## config.mk

```make
export PLATFORM = sky130hd
export DESIGN_NAME = esn_pll_reset_seq_flat
export DESIGN_NICKNAME = d
export VERILOG_FILES = /design/src/rtl/esn_pll_reset_seq_if.sv /design/src/rtl/esn_pll_reset_seq.sv /design/src/flat_wrapper.sv
export SDC_FILE = /design/constraint.sdc
export NUM_CORES = 1
export LEC_CHECK = 0
export BUFFER_PORTS_ARGS = -buffer_cell sky130_fd_sc_hd__buf_2
export CORE_UTILIZATION = 45
export CTS_CLUSTER_SIZE = 30
export DETAILED_ROUTE_END_ITERATION = 16
export GPL_TIMING_DRIVEN = 0
export PLACE_DENSITY = 0.64
export SYNTH_ARGS = -nofsm -noshare
export SYNTH_HDL_FRONTEND = slang
export SYNTH_SLANG_ARGS = --single-unit
```

## constraint.sdc

```tcl
create_clock -name clock_50 -period 3.5 [get_ports clock_50]
set_clock_uncertainty 0.2 [all_clocks]
set_input_delay 0.35 -clock clock_50 [delete_from_list [all_inputs] [get_ports clock_50]]
set_output_delay 0.35 -clock clock_50 [all_outputs]
set_load 0.005 [all_outputs]
```

## src/rtl/esn_pll_reset_seq_if.sv

```systemverilog
// Signal bundle between the PLL/ESN environment and the reset sequencer.
// The sequencer connects through the slave modport; the environment drives the master side.
interface esn_pll_reset_seq_if #(
    parameter int CNT_W = 8
);
    logic             pll_locked;
    logic             sw_rst_req;
    logic             esn_rst_n;
    logic             lock_sync;
    logic             in_run;
    logic [2:0]       state_o;
    logic [CNT_W-1:0] loss_count;

    modport master (
        output pll_locked,
        output sw_rst_req,
        input  esn_rst_n,
        input  lock_sync,
        input  in_run,
        input  state_o,
        input  loss_count
    );

    modport slave (
        input  pll_locked,
        input  sw_rst_req,
        output esn_rst_n,
        output lock_sync,
        output in_run,
        output state_o,
        output loss_count
    );
endinterface

```

## src/rtl/esn_pll_reset_seq.sv

```systemverilog
// Holds the ESN core in reset until the synchronised PLL lock has been stable long enough,
// re-asserts it for a minimum time on lock loss or software request, and counts lock losses.
module esn_pll_reset_seq #(
    parameter int STABLE_CYCLES = 1024,
    parameter int HOLD_CYCLES   = 16,
    parameter int CNT_W         = 8
) (
    input  logic                clock_50,
    input  logic                reset_n,
    esn_pll_reset_seq_if.slave  bus
);
    localparam int MAX_CYC = (STABLE_CYCLES > HOLD_CYCLES) ? STABLE_CYCLES : HOLD_CYCLES;
    localparam int CW      = (MAX_CYC > 1) ? $clog2(MAX_CYC) : 1;

    localparam logic [CW-1:0] STABLE_LAST = CW'(STABLE_CYCLES - 1);
    localparam logic [CW-1:0] HOLD_LAST   = CW'(HOLD_CYCLES - 1);

    typedef enum logic [2:0] {
        IDLE      = 3'd0,
        WAIT_LOCK = 3'd1,
        STABLE    = 3'd2,
        RUN       = 3'd3,
        HOLD      = 3'd4
    } state_t;

    state_t           state_q, state_d;
    logic [CW-1:0]    cnt_q, cnt_d;
    logic [CNT_W-1:0] loss_q, loss_d;
    logic             sync1_q, sync1_d;
    logic             lock_sync_q, lock_sync_d;
    logic             esn_rst_n_q, esn_rst_n_d;

    always_comb begin
        sync1_d     = bus.pll_locked;
        lock_sync_d = sync1_q;
        state_d     = state_q;
        cnt_d       = cnt_q;
        loss_d      = loss_q;

        unique case (state_q)
            IDLE: begin
                state_d = WAIT_LOCK;
                cnt_d   = '0;
            end
            WAIT_LOCK: begin
                cnt_d = '0;
                if (lock_sync_q) state_d = STABLE;
            end
            STABLE: begin
                // Any dropout restarts qualification from scratch.
                if (!lock_sync_q) begin
                    state_d = WAIT_LOCK;
                    cnt_d   = '0;
                end else if (cnt_q == STABLE_LAST) begin
                    state_d = RUN;
                end else begin
                    cnt_d = cnt_q + 1'b1;
                end
            end
            RUN: begin
                if (!lock_sync_q) begin
                    state_d = HOLD;
                    cnt_d   = '0;
                    if (loss_q != '1) loss_d = loss_q + 1'b1;
                end else if (bus.sw_rst_req) begin
                    state_d = HOLD;
                    cnt_d   = '0;
                end
            end
            HOLD: begin
                if (cnt_q == HOLD_LAST) begin
                    state_d = WAIT_LOCK;
                    cnt_d   = '0;
                end else begin
                    cnt_d = cnt_q + 1'b1;
                end
            end
            default: begin
                state_d = IDLE;
                cnt_d   = '0;
            end
        endcase

        // Reset output follows the next state so it flips on the same edge as the state register.
        esn_rst_n_d = (state_d == RUN);
    end

    always_ff @(posedge clock_50 or negedge reset_n) begin
        if (!reset_n) begin
            sync1_q     <= 1'b0;
            lock_sync_q <= 1'b0;
            state_q     <= IDLE;
            cnt_q       <= '0;
            loss_q      <= '0;
            esn_rst_n_q <= 1'b0;
        end else begin
            sync1_q     <= sync1_d;
            lock_sync_q <= lock_sync_d;
            state_q     <= state_d;
            cnt_q       <= cnt_d;
            loss_q      <= loss_d;
            esn_rst_n_q <= esn_rst_n_d;
        end
    end

    assign bus.esn_rst_n  = esn_rst_n_q;
    assign bus.in_run     = esn_rst_n_q;
    assign bus.lock_sync  = lock_sync_q;
    assign bus.state_o    = state_q;
    assign bus.loss_count = loss_q;
endmodule

```

## src/flat_wrapper.sv

```systemverilog
// flat-port wrapper written by rule: the top's interface ports become plain ports
module esn_pll_reset_seq_flat 
#(
    parameter int STABLE_CYCLES = 1024,
    parameter int HOLD_CYCLES   = 16,
    parameter int CNT_W         = 8
)
  (clock_50, reset_n, bus_pll_locked, bus_sw_rst_req, bus_esn_rst_n, bus_lock_sync, bus_in_run, bus_state_o, bus_loss_count);
  esn_pll_reset_seq_if #(.CNT_W(CNT_W)) bus_i ();
  input  logic clock_50;
  input  logic reset_n;
  input wire logic [$bits(bus_i.pll_locked)-1:0] bus_pll_locked;
  input wire logic [$bits(bus_i.sw_rst_req)-1:0] bus_sw_rst_req;
  output wire logic [$bits(bus_i.esn_rst_n)-1:0] bus_esn_rst_n;
  output wire logic [$bits(bus_i.lock_sync)-1:0] bus_lock_sync;
  output wire logic [$bits(bus_i.in_run)-1:0] bus_in_run;
  output wire logic [$bits(bus_i.state_o)-1:0] bus_state_o;
  output wire logic [$bits(bus_i.loss_count)-1:0] bus_loss_count;
  assign bus_i.pll_locked = bus_pll_locked;
  assign bus_i.sw_rst_req = bus_sw_rst_req;
  assign bus_esn_rst_n = bus_i.esn_rst_n;
  assign bus_lock_sync = bus_i.lock_sync;
  assign bus_in_run = bus_i.in_run;
  assign bus_state_o = bus_i.state_o;
  assign bus_loss_count = bus_i.loss_count;
  esn_pll_reset_seq #(.STABLE_CYCLES(STABLE_CYCLES), .HOLD_CYCLES(HOLD_CYCLES), .CNT_W(CNT_W)) u_core (.clock_50(clock_50), .reset_n(reset_n), .bus(bus_i));
endmodule
```

# Yosys cells after proc, flatten, opt, wreduce, memory -nomap -nowiden
# Cells that the tools add are included.
[word_totals]
register_bits = 24
in_bits = 4
[classes]
addsub = 2
eq_ne = 10
muxes = 13
bitwise_logic = 1
reduce_logical = 3
[ops]
columns = ["op", "count"]
rows = [
  ["$mux 10", 5],
  ["$pmux 10 s3", 1],
  ["$mux 3", 6],
  ["$pmux 3 s5", 1],
  ["$add 10x1->10 const B", 1],
  ["$eq 10x10->1 const B", 1],
  ["$eq 10x4->1 const B", 1],
  ["$eq 3x2->1 const B", 3],
  ["$add 8x1->8 const B", 1],
  ["$ne 8x8->1 const B", 1],
  ["$ne 3x3->1 const B", 2],
  ["$eq 3x1->1 const B", 1],
  ["$eq 3x3->1 const B", 1],
  ["$logic_not 3->1", 1],
  ["$reduce_and 3->1", 1],
  ["$reduce_and 2->1", 1],
  ["$not 1->1", 1],
]

# Depth between registers and ports, before layout
# Gate-level depths: netlist of the first run.
[logic_depth]
word_depth = 5
ltp_mapped = 7

# Least setup slack after synthesis of the first run
# Ideal clock, no wire load.
[synth_timing]
path_type = "register -> register"
startpoint = "register u_core.loss_q[0] (netlist: u_core.bus.loss_count[0])"
endpoint = "register u_core.loss_q[5] (netlist: u_core.bus.loss_count[5])"
setup_ps = 79
t_arrival_ps = 1873
required_time_ps = 3221
path_slack_ps = 1348
stages_incl_launch_ff = 7
n_path_buf = 0
period_less_slack_ps = 2152
cell_sequence = "dfrtp_1 -> ha_1 -> and3_1 -> a211oi_1 -> nand4_1 -> nor2_1 -> xor2_1"
[synth_via]
elab_chain_cells = 2
word_cells_on_any_way = 3
[synth_rtl]
columns = ["item", "line_no", "text"]
rows = [
  ["start: declaration", "esn_pll_reset_seq.sv:28", "logic [CNT_W-1:0] loss_q, loss_d;"],
  ["start signal: assignment", "esn_pll_reset_seq.sv:101", "loss_q <= loss_d;"],
  ["branches (longest 2 deep; another with $add 8x1->8)", "-", ""],
]
# Parallel ways; which one is timed is not known.
# A chain may end at the register's enable or synchronous reset.

# Worst setup path after layout of the first run
# Ends and elaborated chain as after synthesis.

==> results of run 1 <==
-- cell usage after synthesis, drive strengths merged --
cell type and n:
xnor2 4, nand2 6, o2111ai 1, nor3b 1, a21o 2, nand4 6
a2bb2oi 1, nand3 3, ha 2, o221a 1, o21a 1, buf 3
inv 2, or2b 1, nor2 5, nor4b 1, and3 11, dfrtp 24
a211o 6, a22o 1, a211oi 1, o221ai 1, nor2b 2, nor3 7
or4 1, and4 2, mux2 2, nor4bb 2, a21oi 2, nand3b 3
xor2 3, o21ai 5, a311oi 1, a221o 1, and2 1
-- final timing paths --
| check | startpoint | endpoint | slack (ns) | depth (start not counted) |
|---|---|---|---|---|
| min in group asynchronous | reset_n | u_core.bus.state_o[1] | 0.34 | 2 |
| max in group asynchronous | reset_n | u_core.bus.loss_count[0] | 2.41 | 2 |
| worst min-delay path | u_core.lock_sync_d | u_core.bus.lock_sync | 0.16 | 0 |
| worst min register to register | u_core.lock_sync_d | u_core.bus.lock_sync | 0.16 | 0 |
| worst max register to register | u_core.bus.loss_count[0] | u_core.bus.loss_count[5] | 1.10 | 6 |
| worst max-delay path | u_core.bus.loss_count[0] | u_core.bus.loss_count[5] | 1.10 | 6 |
-- placed cells by master (no fill, tap or decap), types with 2 or more instances in the layout --
cell and n:
inv_1 2, nor3_1 6, dlygate4sd3_1 2, nand3b_1 3
buf_4 2, ha_1 2, xor2_1 3, nand3_1 3
nand2_1 6, and3_1 9, buf_2 18, nor4bb_1 2
a211o_1 6, mux2_2 2, xnor2_1 4, nand4_1 6
dfrtp_1 24, clkbuf_4 3, o21ai_0 4, nor2b_1 2
nor2_1 5, and3_2 2
-- cells by family (layout without fill, tap and decap cells) --
kind of cell               Yosys count  after routing  share of synthesized area, %
and+or+nand+nor                     52             52                          26.3
AOI/OAI and AO/OA                   24             24                          16.0
DFF                                 24             24                          47.0
xor gates and xnor gates             7              7                          4.79
buffers and inverters                5             27                          2.15
adders and majority gates            2              2                          1.96
muxes                                2              2                          1.76
-- state kept, by name (all words and copies together), names as in the netlist --
name                   count
u_core.cnt_q              10
u_core.bus.loss_count      8
u_core.bus.state_o         3
u_core.bus.esn_rst_n       1
u_core.bus.lock_sync       1
u_core.lock_sync_d         1
-- routing by layer --
| layer | up-vias | GRT usage (%) |
|---|---|---|
| li1 | 496 | - |
| met1 | 500 | 27.0 |
| met2 | 23 | 24.6 |
| met3 | 2 | 3.28 |
| met4 | 0 | 7.50 |
| met5 | - | 0 |
-- power groups by stage --
stage / Sequential [uW] / Combinational (uW) / Clock [uW]
after floorplan: 383 / 171 / 0
after global placement: 387 / 253 / 0
after detailed placement: 389 / 256 / 0
after CTS: 383 / 260 / 123
after global routing: 394 / 291 / 138
final: 384 / 257 / 118
-- stage by stage --
step,std cells,area [um2],setup slack (ns),hold slack (ns)
finish,168,1440,1.10,0.164
global route,168,1440,0.858,0.172
CTS,168,1440,1.10,0.165
detailed placement,163,1400,1.11,0.136
global placement,163,1400,1.12,0.136
floorplan,116,1280,1.35,-0.146
-- cell type report --
class | count | area share [%]
plain buffers | 3 | 1.39
clock buffers | 3 | 1.56
inverters | 2 | 0.520
multi-input cells | 87 | 45.1
flip-flops and latches | 24 | 41.6
well taps | 30 | 2.60
repair buffers | 19 | 7.28
==> out/metrics.yaml, run 1 <==
grt:
  grt_max_degree: 25
  grt_pass1_wl_um: 4310
  grt_pass1_vias: 915
  antenna_found_initial: 0
  grt_usage_pct: 17.7
  grt_remaining_overflow: 0
place:
  place_congestion: 0.738
  hpwl_um: 1730
  port_buffers: 17
worst_hold_path:
  hold_class: "reg2reg"
finish:
  final_core_util_pct: 55.7
  layout.area.seq_um2: 601
  multi_input_area_um2: 651
  diodes: 0
  fillerInstances: 224
  area_growth_pct: 12.9
  drive_gt1_share_pct: 26.8
  fin_nets: 146
clocking:
  cts-hold-fix-buffers: 2
  cts_tree: "done"
  htree_levels: 1
  cts.clk_slew.worst_paths_ns: 0.13
  post_cts_resized: 0
  clk_path_buf_depth: 2
  worstSkewPairLatency_ns: 0.30
  cts.sinks: 24
  post_cts_buffers: 0
  cts-root-buf: "clkbuf_4"
  cts_made_buffers: 3
power_and_ir_drop:
  p_per_area_nw_per_um2: 525
  clockPowerShare_pct: 15.5
  switchingPower_uw: 272
  switching_share_pct: 35.9
  irDropWorstVdd_uv: 407
  power_uw: 759
  p_seq_share_pct: 50.6
  p_leak_uw: 0.000737
  power.internal_uw: 486
  comb_power_share_pct: 33.9
floorplan:
  die_h_um: 55.3
  core_um2: 2590
  rows: 18
  dieArea_um2: 3060
  start_util_pct: 49.4
  die_w_um: 55.3
  ios: 18
synthesis:
  yosysTopAreaCell: "dfrtp_1"
  syn_area_um2: 1280
  synthTopCellsByArea: "dfrtp_1 47%, and3_1 4.4%, a211o_1 4.1%"
  ys_ff_latch: 24
  ys_types: 42
  synth.avg_cell_area_um2: 11.0
  synth_top_area_share_pct: 47.0
  syn_nets: 122
  seq_area_frac_synth_pct: 47.0
  syn_inst: 116
  yosys_warnings: 0
detailed_routing:
  drt_first_iter_violations: 27
  detail-route-antenna-nets: 0
  dr_total_vias: 1021
  wl_met3_um: 78
  wl_per_cell_um: 14.4
  highest_layer: "met4"
  wirelength_um: 2420
  dr_wl_met2_um: 1100
  drc: 0
  wl_met1_um: 1230
  first_pass_iters: 4
  vias_per_cell: 6.08
sta:
  fin_crit_ns: 2.40
  fin_crit_sh_pct: 68.7
  finalMaxSlewViolations: 0
  setup_violations: 0
  finalHoldViolations: 0
  setup_tns_ns: 0
  worstMarginPinSlew_ns: 0.728
  rsz0062_at_grt: "no"
  relSlewSlack_pct: 51.2
  clock.fmax_ghz: 0.416
worst_setup_path:
  cp.required_ns: 3.54
  critical-path-max-stage-delay_ns: 0.64
  worst-endpoint-arrival_ns: 2.44
  cp_max_fo: 6
  cp-end-kind: "flip-flop"
  crit_chain: "ha_1, and3_1, a211oi_1, nand4_1, nor2_1, xor2_1"
  critPathKind: "reg2reg"
  cp_top_family: "simple AND/OR/NAND/NOR gates"
  cp_num_buf_inv: 0
  worst_setup_path_start_kind: "flip-flop"
  cpMaxStageDelayCell: "a211oi_1"
run_status:
  status: "finished, final reports clean"
run:
  maxCapViolations: 0
Note: power is estimated with default switching activity, not from simulation.
==> inputs of run 2 (changes only) <==
==> constraint.sdc (replaced) <==
create_clock -name clock_50 -period 2.35 [get_ports clock_50]
set_clock_uncertainty 0.2 [all_clocks]
set_input_delay 0.235 -clock clock_50 [delete_from_list [all_inputs] [get_ports clock_50]]
set_output_delay 0.235 -clock clock_50 [all_outputs]
set_load 0.005 [all_outputs]
==> run 2 against run 1 <==
  * Global-route usage grew 0.050 points
  * Maximum frequency grew 6.1%
  * Non-clock buffer count is the same
  * Critical path type unchanged
  * Critical endpoint is now u_core.cnt_q[2]
==> out/metrics.yaml, run 2 (synthesis results as in run 1) <==
clocking:
  worstSkewPairLatency_ns: 0.30
  cts-root-buf: "clkbuf_4"
  htree_levels: 1
  cts.clk_slew.worst_paths_ns: 0.13
  clk_path_buf_depth: 2
  post_cts_buffers: 0
  cts.sinks: 24
  cts_made_buffers: 3
  cts_tree: "done"
power_and_ir_drop:
  p_leak_uw: 0.000743
  power.internal_uw: 730
  p_seq_share_pct: 50.0
  switchingPower_uw: 413
  switching_share_pct: 36.1
  irDropWorstVdd_uv: 612
  power_uw: 1140
  comb_power_share_pct: 34.7
  clockPowerShare_pct: 15.3
  p_per_area_nw_per_um2: 780
place:
  port_buffers: 17
  dpl_worst_slack_ns: -0.0423
  hpwl_um: 1730
  place_congestion: 0.738
  place_area_um2: 1400
finish:
  drive_gt1_share_pct: 27.5
  fin_nets: 146
  largest_register_ffs: 10
  area_growth_pct: 14.7
  final_cell_mix: "24 x dfrtp_1, 18 x buf_2, 9 x and3_1"
  diodes: 0
  final_area_um2: 1470
  layout_commonest_cell: "dfrtp_1"
  largest-register: "u_core.cnt_q"
sta:
  clock.fmax_ghz: 0.441
  fin_crit_sh_pct: 96.4
  finalMaxSlewViolations: 0
  whs_ns: 0.0887
  setup_tns_ns: 0
  worstMarginPinSlew_ns: 0.524
  relSlewSlack_pct: 65.0
  setup_slack_ns: 0.0848
  fin_crit_ns: 2.27
  rsz0062_at_grt: "yes"
  finalHoldViolations: 0
  setup_violations: 0
worst_setup_path:
  cp.required_ns: 2.35
  worst-endpoint-arrival_ns: 2.27
  cp_max_fo: 7
  worst_setup_path_start_kind: "flip-flop"
  cp-end-kind: "flip-flop"
  critPathKind: "reg2reg"
grt:
  antenna_found_initial: 0
  met1_usage_pct: 27.1
  grt_usage_pct: 17.8
  grt_remaining_overflow: 0
  grt_max_degree: 25
  grt_pass1_vias: 918
  use_met2_pct: 24.6
  grt_util_met3_pct: 3.28
  gr-max-usage-layer: "met1"
  grt_pass1_wl_um: 4330
detailed_routing:
  first_pass_iters: 4
  dr_total_vias: 1006
  drc: 0
  wirelength_um: 2460
  detail-route-antenna-nets: 0
  drt_first_iter_violations: 28
  wl_per_cell_um: 14.6
  vias_per_cell: 5.99
floorplan:
  rows: 18
  die_h_um: 55.3
  core_um2: 2590
  die_w_um: 55.3
  start_util_pct: 49.4
  dieArea_um2: 3060
  ios: 18
worst_hold_path:
  hold_class: "in2reg"
run_status:
  status: "finished, final reports clean"
run:
  maxCapViolations: 0
run 2: repair_timing:
action / in CTS / in global routing
gates resized for setup: 1 / 2
hold buffers: 2 / 0
gates cloned: 0 / 0
endpoints found under the setup margin: 2 / 7
endpoints found under the hold margin: 25 / 0
run 2: critical path, stage by stage (launching register included):
cell	delay, ns
dfrtp_1	0.46
or4_4	0.60
nor3_4	0.22
o221a_2	0.34
nor3b_1	0.08
a221o_1	0.26
run 2: power by group through the flow:
stage	logic [uW]	registers [uW]	clock network [uW]
5_1_grt	448	588	205
2_1_floorplan	254	571	0
4_1_cts	389	571	183
3_5_place_dp	381	579	0
6_report	397	571	175
3_3_place_gp	377	576	0
run 2: layer usage:
metal	routed length [um]	share of wire, %
met1	1240	50
met2	1090	44
met3	99	4.0
met4	34	1.4
met5	0	0
run 2: final timing paths:
path | slack [ns] | endpoint | depth (start not counted) | from
min | 0.09 | u_core.bus.state_o[1] | 3 | bus_sw_rst_req
max reg2reg | 0.08 | u_core.cnt_q[2] | 5 | u_core.cnt_q[7]
min reg2reg | 0.16 | u_core.bus.lock_sync | 0 | u_core.lock_sync_d
min in group asynchronous | 0.22 | u_core.bus.lock_sync | 2 | reset_n
max | 0.08 | u_core.cnt_q[2] | 5 | u_core.cnt_q[7]
max in group asynchronous | 1.37 | u_core.bus.loss_count[0] | 2 | reset_n
run 2: per-stage QoR:
stage / instances / util (%)
3_3_place_gp: 163 / 54.1
6_report: 168 / 56.6
2_1_floorplan: 116 / -
4_1_cts: 168 / 55.9
5_1_grt: 168 / 56.6
3_5_place_dp: 163 / 54.1
run 2: layout make-up:
class | count | area [um2]
tap | 30 | 37.5
clock buffer | 3 | 22.5
buffer | 3 | 20.0
sequential | 24 | 601
multi-input combinational | 87 | 673
timing repair buffer | 19 | 105
fill | 223 | 1120
inverter | 2 | 7.51
